--- src/rtl/tpu_ctrl_pkg.sv ---
// rtl/tpu_ctrl_pkg.sv - shared state encoding and timing defaults for the TPU control sequencer
package tpu_ctrl_pkg;

  localparam int RESULT_LAT_DEFAULT = 23;

  typedef enum logic [2:0] {
    S_IDLE  = 3'd0,
    S_WWAIT = 3'd1,
    S_WLOAD = 3'd2,
    S_FEED  = 3'd3,
    S_DRAIN = 3'd4,
    S_DONE  = 3'd5
  } tpu_state_e;

endpackage

--- src/rtl/tpu_valid_delay.sv ---
// rtl/tpu_valid_delay.sv - fixed-depth 1-bit valid delay line with synchronous clear
module tpu_valid_delay #(
  parameter int depth = 22
) (
  input  logic clk,
  input  logic rst,
  input  logic i_clear,
  input  logic i_data,
  output logic o_data
);

  logic [depth-1:0] r_sr;

  // Shift the valid bit one stage per cycle; clear drops every in-flight bit
  always_ff @(posedge clk or posedge rst) begin
    if (rst) begin
      r_sr <= '0;
    end else if (i_clear) begin
      r_sr <= '0;
    end else begin
      for (int i = depth - 1; i > 0; i--) begin
        r_sr[i] <= r_sr[i-1];
      end
      r_sr[0] <= i_data;
    end
  end

  assign o_data = r_sr[depth-1];

endmodule

--- src/rtl/tpu_ctrl_sequencer.sv ---
// rtl/tpu_ctrl_sequencer.sv - weight-load / row-feed / result-write sequencer for the systolic array
module tpu_ctrl_sequencer
  import tpu_ctrl_pkg::*;
#(
  parameter int ADDRESSSIZE = 10,
  parameter int RESULT_LAT  = RESULT_LAT_DEFAULT
) (
  input  logic                   clk,
  input  logic                   rst,
  input  logic                   start,
  input  logic                   abort,
  input  logic [ADDRESSSIZE-1:0] src_base,
  input  logic [ADDRESSSIZE-1:0] dst_base,
  input  logic [ADDRESSSIZE-1:0] num_rows,
  input  logic                   fifo_empty,
  output logic                   fifo_read_enable,
  output logic                   we_rl,
  output logic [ADDRESSSIZE-1:0] ub_address,
  output logic                   ub_read_valid,
  output logic                   res_write_enable,
  output logic [ADDRESSSIZE-1:0] res_address,
  output logic                   busy,
  output logic                   end_
);

  localparam logic [ADDRESSSIZE-1:0] L_ONE = ADDRESSSIZE'(1);

  tpu_state_e r_state;
  tpu_state_e w_state_nxt;

  logic [ADDRESSSIZE-1:0] r_src;
  logic [ADDRESSSIZE-1:0] r_dst;
  logic [ADDRESSSIZE-1:0] r_rows;
  logic [ADDRESSSIZE-1:0] r_rd_idx;
  logic [ADDRESSSIZE-1:0] r_wr_idx;
  logic [ADDRESSSIZE-1:0] r_ub_addr;
  logic [ADDRESSSIZE-1:0] r_res_addr;
  logic                   r_fre;
  logic                   r_we_rl;
  logic                   r_ub_valid;
  logic                   r_res_we;
  logic                   r_busy;
  logic                   r_end;

  logic [ADDRESSSIZE-1:0] w_rd_idx_nxt;
  logic [ADDRESSSIZE-1:0] w_ub_addr_nxt;
  logic                   w_fre_nxt;
  logic                   w_we_rl_nxt;
  logic                   w_ub_valid_nxt;
  logic                   w_end_nxt;
  logic                   w_latch;
  logic                   w_clear;
  logic                   w_dly;

  // The registered UB issue pulse plus this line plus the write register
  // add up to RESULT_LAT cycles from issue to result write.
  tpu_valid_delay #(
    .depth(RESULT_LAT - 1)
  ) u_valid_delay (
    .clk    (clk),
    .rst    (rst),
    .i_clear(w_clear),
    .i_data (r_ub_valid),
    .o_data (w_dly)
  );

  // Next state and next registered outputs; abort overrides everything
  always_comb begin
    w_state_nxt    = r_state;
    w_fre_nxt      = 1'b0;
    w_we_rl_nxt    = 1'b0;
    w_ub_valid_nxt = 1'b0;
    w_ub_addr_nxt  = r_ub_addr;
    w_rd_idx_nxt   = r_rd_idx;
    w_end_nxt      = 1'b0;
    w_latch        = 1'b0;
    w_clear        = abort && (r_state != S_IDLE);
    case (r_state)
      S_IDLE: begin
        if (start) begin
          w_latch     = 1'b1;
          w_state_nxt = S_WWAIT;
        end
      end
      S_WWAIT: begin
        if (!fifo_empty) begin
          w_fre_nxt   = 1'b1;
          w_state_nxt = S_WLOAD;
        end
      end
      S_WLOAD: begin
        w_we_rl_nxt = 1'b1;
        w_state_nxt = (r_rows == '0) ? S_DONE : S_FEED;
      end
      S_FEED: begin
        w_ub_valid_nxt = 1'b1;
        w_ub_addr_nxt  = r_src + r_rd_idx;
        w_rd_idx_nxt   = r_rd_idx + L_ONE;
        if (r_rd_idx == r_rows - L_ONE) begin
          w_state_nxt = S_DRAIN;
        end
      end
      S_DRAIN: begin
        // Leave as the final row's result is being written; nothing else is in flight
        if (w_dly && (r_wr_idx == r_rows - L_ONE)) begin
          w_state_nxt = S_DONE;
        end
      end
      S_DONE: begin
        w_end_nxt   = 1'b1;
        w_state_nxt = S_IDLE;
      end
      default: begin
        w_state_nxt = S_IDLE;
      end
    endcase
    if (w_clear) begin
      w_state_nxt    = S_IDLE;
      w_fre_nxt      = 1'b0;
      w_we_rl_nxt    = 1'b0;
      w_ub_valid_nxt = 1'b0;
      w_end_nxt      = 1'b0;
    end
  end

  // State, job parameters, read-side counter and control outputs
  always_ff @(posedge clk or posedge rst) begin
    if (rst) begin
      r_state    <= S_IDLE;
      r_src      <= '0;
      r_dst      <= '0;
      r_rows     <= '0;
      r_rd_idx   <= '0;
      r_ub_addr  <= '0;
      r_fre      <= 1'b0;
      r_we_rl    <= 1'b0;
      r_ub_valid <= 1'b0;
      r_busy     <= 1'b0;
      r_end      <= 1'b0;
    end else begin
      r_state    <= w_state_nxt;
      r_ub_addr  <= w_ub_addr_nxt;
      r_fre      <= w_fre_nxt;
      r_we_rl    <= w_we_rl_nxt;
      r_ub_valid <= w_ub_valid_nxt;
      r_busy     <= (w_state_nxt != S_IDLE);
      r_end      <= w_end_nxt;
      if (w_latch) begin
        r_src    <= src_base;
        r_dst    <= dst_base;
        r_rows   <= num_rows;
        r_rd_idx <= '0;
      end else begin
        r_rd_idx <= w_rd_idx_nxt;
      end
    end
  end

  // Result-side writes: one per delayed valid, addresses counted from dst_base
  always_ff @(posedge clk or posedge rst) begin
    if (rst) begin
      r_res_we   <= 1'b0;
      r_res_addr <= '0;
      r_wr_idx   <= '0;
    end else if (w_clear) begin
      r_res_we <= 1'b0;
    end else begin
      r_res_we <= w_dly;
      if (w_dly) begin
        r_res_addr <= r_dst + r_wr_idx;
        r_wr_idx   <= r_wr_idx + L_ONE;
      end
      if (w_latch) begin
        r_wr_idx <= '0;
      end
    end
  end

  assign fifo_read_enable = r_fre;
  assign we_rl            = r_we_rl;
  assign ub_address       = r_ub_addr;
  assign ub_read_valid    = r_ub_valid;
  assign res_write_enable = r_res_we;
  assign res_address      = r_res_addr;
  assign busy             = r_busy;
  assign end_             = r_end;

endmodule

--- config.mk ---
export PLATFORM = sky130hd
export DESIGN_NAME = tpu_ctrl_sequencer
export DESIGN_NICKNAME = d
export VERILOG_FILES = /design/src/rtl/tpu_ctrl_pkg.sv /design/src/rtl/tpu_valid_delay.sv /design/src/rtl/tpu_ctrl_sequencer.sv
export SDC_FILE = /design/constraint.sdc
export NUM_CORES = 1
export LEC_CHECK = 0
export ABC_AREA = 0
export CAP_MARGIN = 20
export CORE_MARGIN = 3
export CORE_UTILIZATION = 40
export DETAILED_ROUTE_END_ITERATION = 7
export GPL_ROUTABILITY_DRIVEN = 0
export GPL_TIMING_DRIVEN = 0
export PLACE_DENSITY_LB_ADDON = 0.2
export SLEW_MARGIN = 20
export SYNTH_ARGS = -nofsm -noshare
export SYNTH_HDL_FRONTEND = slang
export SYNTH_SLANG_ARGS = --single-unit
--- constraint.sdc ---
create_clock -name clk -period 2.9 [get_ports clk]
set_input_delay 0.435 -clock clk [delete_from_list [all_inputs] [get_ports clk]]
set_output_delay 0.435 -clock clk [all_outputs]
set_load 0.05 [all_outputs]
**After elaboration in Yosys (flattened, before gate mapping)**

Index checks and enable logic that the tools add are counted.

- Bits in registers: 101
- Output and inout port bits: 26
- Bits in latches: 0
- Memories: 0
- ROM bits: 0
- Word-level logic and storage cells: 62
- Memory bits (writable): 0

- Multipliers: 0
- Div/mod/pow operators: 0
- Reductions and logical operators: 10
- Shifts and indexed selects: 0
- Add/subtract/negate cells: 5
- Mux-type cells: 24
- $lt $le $gt $ge: 0
- Bitwise logic cells: 1
- Equality and inequality tests: 7

Operators by type and width:

| kind | number |
|---|---|
| 10-bit 2-to-1 mux | 4 |
| 22-bit 2-to-1 mux | 1 |
| 10-bit by 1-bit adder with 10-bit output, second input constant | 2 |
| 10-bit adder | 2 |
| 10-bit == test | 2 |
| 3-bit 2-to-1 mux | 6 |
| 3-bit case mux with 5 select lines | 1 |
| 1-bit 2-to-1 mux | 12 |
| 10-bit zero test | 1 |
| 10-bit by 1-bit subtractor with 10-bit output, second input constant | 1 |
| 3-bit by 2-bit == test with 1-bit output, second input constant | 2 |
| 3-bit == test, second input constant | 2 |
| 3-bit nonzero test | 2 |
| 2-bit AND reduction | 2 |
| 2-bit nonzero test | 2 |
| 3-bit by 1-bit == test with 1-bit output, second input constant | 1 |
| 3-bit zero test | 1 |
| 1-bit logical AND | 2 |
| 1-bit inverter | 1 |

**Depth between registers and ports, before layout**

- Depth in word-level cells: 7
- Gate-level depth with buffers: 10
- Mapped depth without buffers: 10

**Hierarchy**

Synthesis repeated with hierarchy kept, for this count alone.

- Cells, all modules: 496
- Area total of the unflattened synthesis: 5200.0 um^2

Modules (own cells, without submodules):

| module | instances | cells each | area each (um^2) |
|---|---|---|---|
| tpu_ctrl_sequencer | 1 | 449 | 4445.5 |
| tpu_valid_delay | 1 | 47 | 754.5 |

**Least setup slack after synthesis**

No wires, ideal clock.

- Path type: register to register
- Start: register r_rows[0]
- End: register r_busy, in the netlist busy
- Buffers on the path: 1
- Stages on the path, launching flop included: 11
- Setup slack: 334 ps
- Library setup time: 131 ps
- Arrival time: 2434 ps
- Path through: dfrtp_1 inv_1 ha_1 or4b_1 clkbuf_1 nor3_1 xnor3_1 o211ai_1 nor3_1 a21bo_2 or3_1

- Cells in the longest elaborated chain, start to end: 7

Ends and longest elaborated chain:

| item | RTL line | source |
|---|---|---|
| start, declared | tpu_ctrl_sequencer.sv:33 | `logic [ADDRESSSIZE-1:0] r_rows;` |
| start signal, assigned | tpu_ctrl_sequencer.sv:151 | `r_rows <= num_rows;` |
| 10-bit by 1-bit subtractor with 10-bit output | tpu_ctrl_sequencer.sv:99, tpu_ctrl_sequencer.sv:105 |  |
| 10-bit == test | tpu_ctrl_sequencer.sv:105 | `if (w_dly && (r_wr_idx == r_rows - L_ONE)) begin` |
| 1-bit logical AND | tpu_ctrl_sequencer.sv:105 |  |
| 3-bit 2-to-1 mux | tpu_ctrl_sequencer.sv:105 |  |
| 3-bit case mux with 5 select lines (*) | tpu_ctrl_sequencer.sv:78 | `case (r_state)` |
| 3-bit 2-to-1 mux (*) | tpu_ctrl_sequencer.sv:117 | `if (w_clear) begin` |
| named net w_state_nxt[2] | tpu_ctrl_sequencer.sv:29 | `tpu_state_e w_state_nxt;` |
| 3-bit nonzero test (*) | tpu_ctrl_sequencer.sv:146 | `r_busy <= (w_state_nxt != S_IDLE);` |
| end signal, assigned | tpu_ctrl_sequencer.sv:146 |  |
| end, declared | tpu_ctrl_sequencer.sv:42 | `logic r_busy;` |

Mark *: on every way through the listed nets, which the timed path passes. The rest lies on a longest branch.
A chain may end at the register's enable or synchronous reset.

**Final worst setup path**

Ends and elaborated chain as after synthesis.

==> metrics.md <==
| Metric | Value |
|---|---|
| NumNets Final | `between 600 and 700` |
| First-pass GRT wire length | `~18 mm` |
| Count leader, synth | `dfrtp_1` |
| Syn_nets | `around 540` |
| Yosys warning total | `0` |
| Number of max-cap violations | `0` |
| DRT iter0 DRCs | `144` |
| Routed vias/inst | `between 5 and 6` |
| Worst Tran Pin Value | `0.614 ns` |
| Post-synthesis cell area | `5120 um2` |
| Rows | `40` |
| Core ar. | `around 12,000 um2` |
| Final period util | `0.938` |
| Final hold slack | `0.441 ns` |
| Cts bufs inserted | `9` |
| Root Driver | `clkbuf_16` |
| CP endpoint kind | `register` |
| Clk Latency, worst-skew pair | `0.35 ns` |
| Synthesized flop and latch total | `slightly above 100` |
| Global route total overflow | `0` |
| Worst path required time | `between 3 and 4 ns` |
| Asr flop ratio synth | `1.00` |
| Placed cells | `717` |
| Share of post-route cells with drive strength above 1 | `0.106` |
| Sequential cell area fraction in the yosys report | `0.494` |
| RSZ-0062 raised after global routing | `false` |
| Top-level I/O count | `61` |
| Max FO, Critical Path | `6` |
| Die Width | `about 120 um` |
| Nature of the critical path startpoint | `register` |
| Final WS setup | `approximately 0.18 ns` |
| Vias in the first global route | `3,719` |
| Setup CP Type | `register to register` |
| Die ar. | `14,200 um2` |
| Status | `finished, final reports clean` |
| DPL Wire Length | `between 8 and 9 mm` |
| Routed Antenna Nets | `0` |
| DP Worst Slack | `between 0.02 and 0.03 ns` |
| Fmax | `~370 MHz` |
| Fillers | `1,134` |
| Syn Inst Count | `slightly below 500` |
| Clock Pin Slew Worst Setup and Hold Paths | `0.07 ns` |
| Number of synthesized flops with an enable pin | `0` |
| Static Leak | `about 2.8 nW` |
| Cell accounting for the most synthesized area | `dfrtp_1` |
| Pre-antenna DRT Iters | `4` |
| Top-area cell type share of the netlist area | `0.494` |
| Vias | `between 3,000 and 4,000` |
| Die span in y | `approximately 120 um` |
| PwrDens | `roughly 850 nW/um2` |
| Post-synth top flop | `dfrtp_1` |
| CTS sink count | `about 100` |
| TritonCTS clock tree | `built` |
| Worst path slowest cell | `or4b_4` |
| Slew Viols, Final | `0` |
| Worst Path Buf+Inv | `1` |
| Crit path cell chain | `inv_1 > ha_1 > or4b_4 > nand2_1 > o2111ai_1 > a2111o_1 > o21ai_2 > nand2_2 > or3_1` |
| Min Clock Period, post-route | `2.72 ns` |
| Initial antenna violation count | `0` |
| Setup repair bufs after CTS | `0` |
| Hold crit path type | `input port to async pin` |
| Dominant cells by area after synthesis | `dfrtp_1 (49%), mux2_2 (5.5%), ha_1 (5.1%)` |
| IO Port Bufs | `60` |
| Commonest cells post-synth | `dfrtp_1 (101), nand2_1 (48), nor2_1 (36)` |
| Largest net degree at the start of global routing | `35` |
| Synth cell types | `56` |
| Starting density of the core | `0.417` |
| Htree depth | `3` |
| WP data arrival | `between 2 and 3 ns` |
| Finished Layout Cells | `732` |
| Slowest stage delay, CP | `between 0.5 and 0.6 ns` |
| Worst path top cell family by delay | `simple AND/OR/NAND/NOR gates` |
| VDD IR max | `approximately 0.00047 V` |
| Clock tree buffer depth | `2` |
| Clock Skew | `between 0.007 and 0.008 ns` |
| Final Setup Violations | `0` |
| DRT Wirelength | `between 10 and 15 mm` |
| Slew HR | `0.587` |
| Total Routing Usage GR | `0.163` |
| Hold Vio Cnt, Final | `0` |
| WL per Instance | `about 15 um` |
| DRC | `0` |
| Ant diodes | `0` |
| Area grow syn2layout | `24.1%` |
| Avg Inst Size Synth | `10.5 um2` |
-- final timing paths --
path	start	to	slack, ns	cells past startpoint
min reg2reg	u_valid_delay.r_sr[7]	u_valid_delay.r_sr[8]	0.44	1
min	rst	ub_address[0]	0.44	2
max in group asynchronous	rst	u_valid_delay.r_sr[14]	1.77	4
min in group clk	u_valid_delay.r_sr[7]	u_valid_delay.r_sr[8]	0.44	1
max reg2reg	r_rows[0]	busy	0.18	9
max	r_rows[0]	busy	0.18	9
-- per-stage QoR --
stage	total power [W]	util	setup TNS [ns]	area (um2)
2_1_floorplan	0.00350	-	0	5120
5_1_grt	0.00575	0.518	0	6350
6_report	0.00538	0.518	0	6350
3_5_place_dp	0.00408	0.490	0	6010
4_1_cts	0.00545	0.518	0	6350
3_3_place_gp	0.00401	0.484	-19.51	5930
-- state kept, by name, summed over array words and instances, names as in the netlist, 3 cells and up --
signal              cells
r_dst                  10
ub_address             10
r_state                 3
u_valid_delay.r_sr     22
r_wr_idx               10
res_address            10
r_src                  10
r_rd_idx               10
r_rows                 10
-- per-layer routing --
metal	up-vias	part of all wire	wire length, um	global-route usage
met1	1786	0.45	4880	0.212
met2	66	0.49	5340	0.266
met3	12	0.044	483	0.0499
met5	-	0	0	0
li1	1833	-	-	-
met4	0	0.014	148	0.0449
-- cell usage in the layout, fill, tap and decap left out, drive strengths merged, types with 3 or more instances in the layout --
| cell | count |
|---|---|
| xnor2 | 24 |
| clkbuf | 26 |
| o2111ai | 3 |
| ha | 21 |
| nand3 | 9 |
| xnor3 | 3 |
| nor2b | 4 |
| mux2 | 25 |
| o21a | 3 |
| nor4 | 3 |
| clkdlybuf4s50 | 60 |
| a211oi | 3 |
| nand2 | 49 |
| o31ai | 6 |
| nor3 | 15 |
| nor2 | 36 |
| inv | 18 |
| buf | 7 |
| nor3b | 4 |
| dfrtp | 101 |
| a21oi | 13 |
| and2 | 22 |
| xor2 | 21 |
| nand2b | 4 |
| o21ai | 36 |
| or3 | 6 |
| nand4 | 6 |
-- final cells by class --
class | count | area (um2) | share of cell area
plain buffers | 18 | 86.3 | 0.0136
clock buffers | 11 | 253 | 0.0398
clock inverters | 5 | 81.3 | 0.0128
inverters | 19 | 75.1 | 0.0118
multi-input cells | 346 | 2440 | 0.384
flip-flops and latches | 101 | 2530 | 0.398
well taps | 168 | 210 | 0.0331
repair buffers | 64 | 676 | 0.106
-- report_power, final --
part / leakage, nW / total [W] / internal [W] / switching, W
Clock: 0.162 / 0.00132 / 0.000804 / 0.000520
Sequential: 1.33 / 0.00197 / 0.00172 / 0.000243
Combinational: 1.26 / 0.00209 / 0.000941 / 0.00115
Total: 2.75 / 0.00538 / 0.00347 / 0.00192
-- logic make-up (layout without fill, tap and decap cells) --
| family | after synthesis | in the layout | synth area share |
|---|---|---|---|
| AO/OA/AOI/OAI | 80 | 80 | 0.0978 |
| AND/OR/NAND/NOR | 169 | 169 | 0.168 |
| multiplexers | 25 | 25 | 0.0550 |
| buffers and inverters | 38 | 117 | 0.0315 |
| flip-flops | 101 | 101 | 0.494 |
| XOR/XNOR | 49 | 49 | 0.0949 |
| adder cells (fa/ha/maj) | 23 | 23 | 0.0592 |
-- repair_timing --
| action | in CTS | in global routing |
|---|---|---|
| endpoints found under the setup margin | 1 | 1 |
| gates resized for setup | 1 | 1 |
| pin swaps | 0 | 0 |
| hold buffers | 0 | 0 |
No activity file was read; power rests on OpenSTA's default activity.
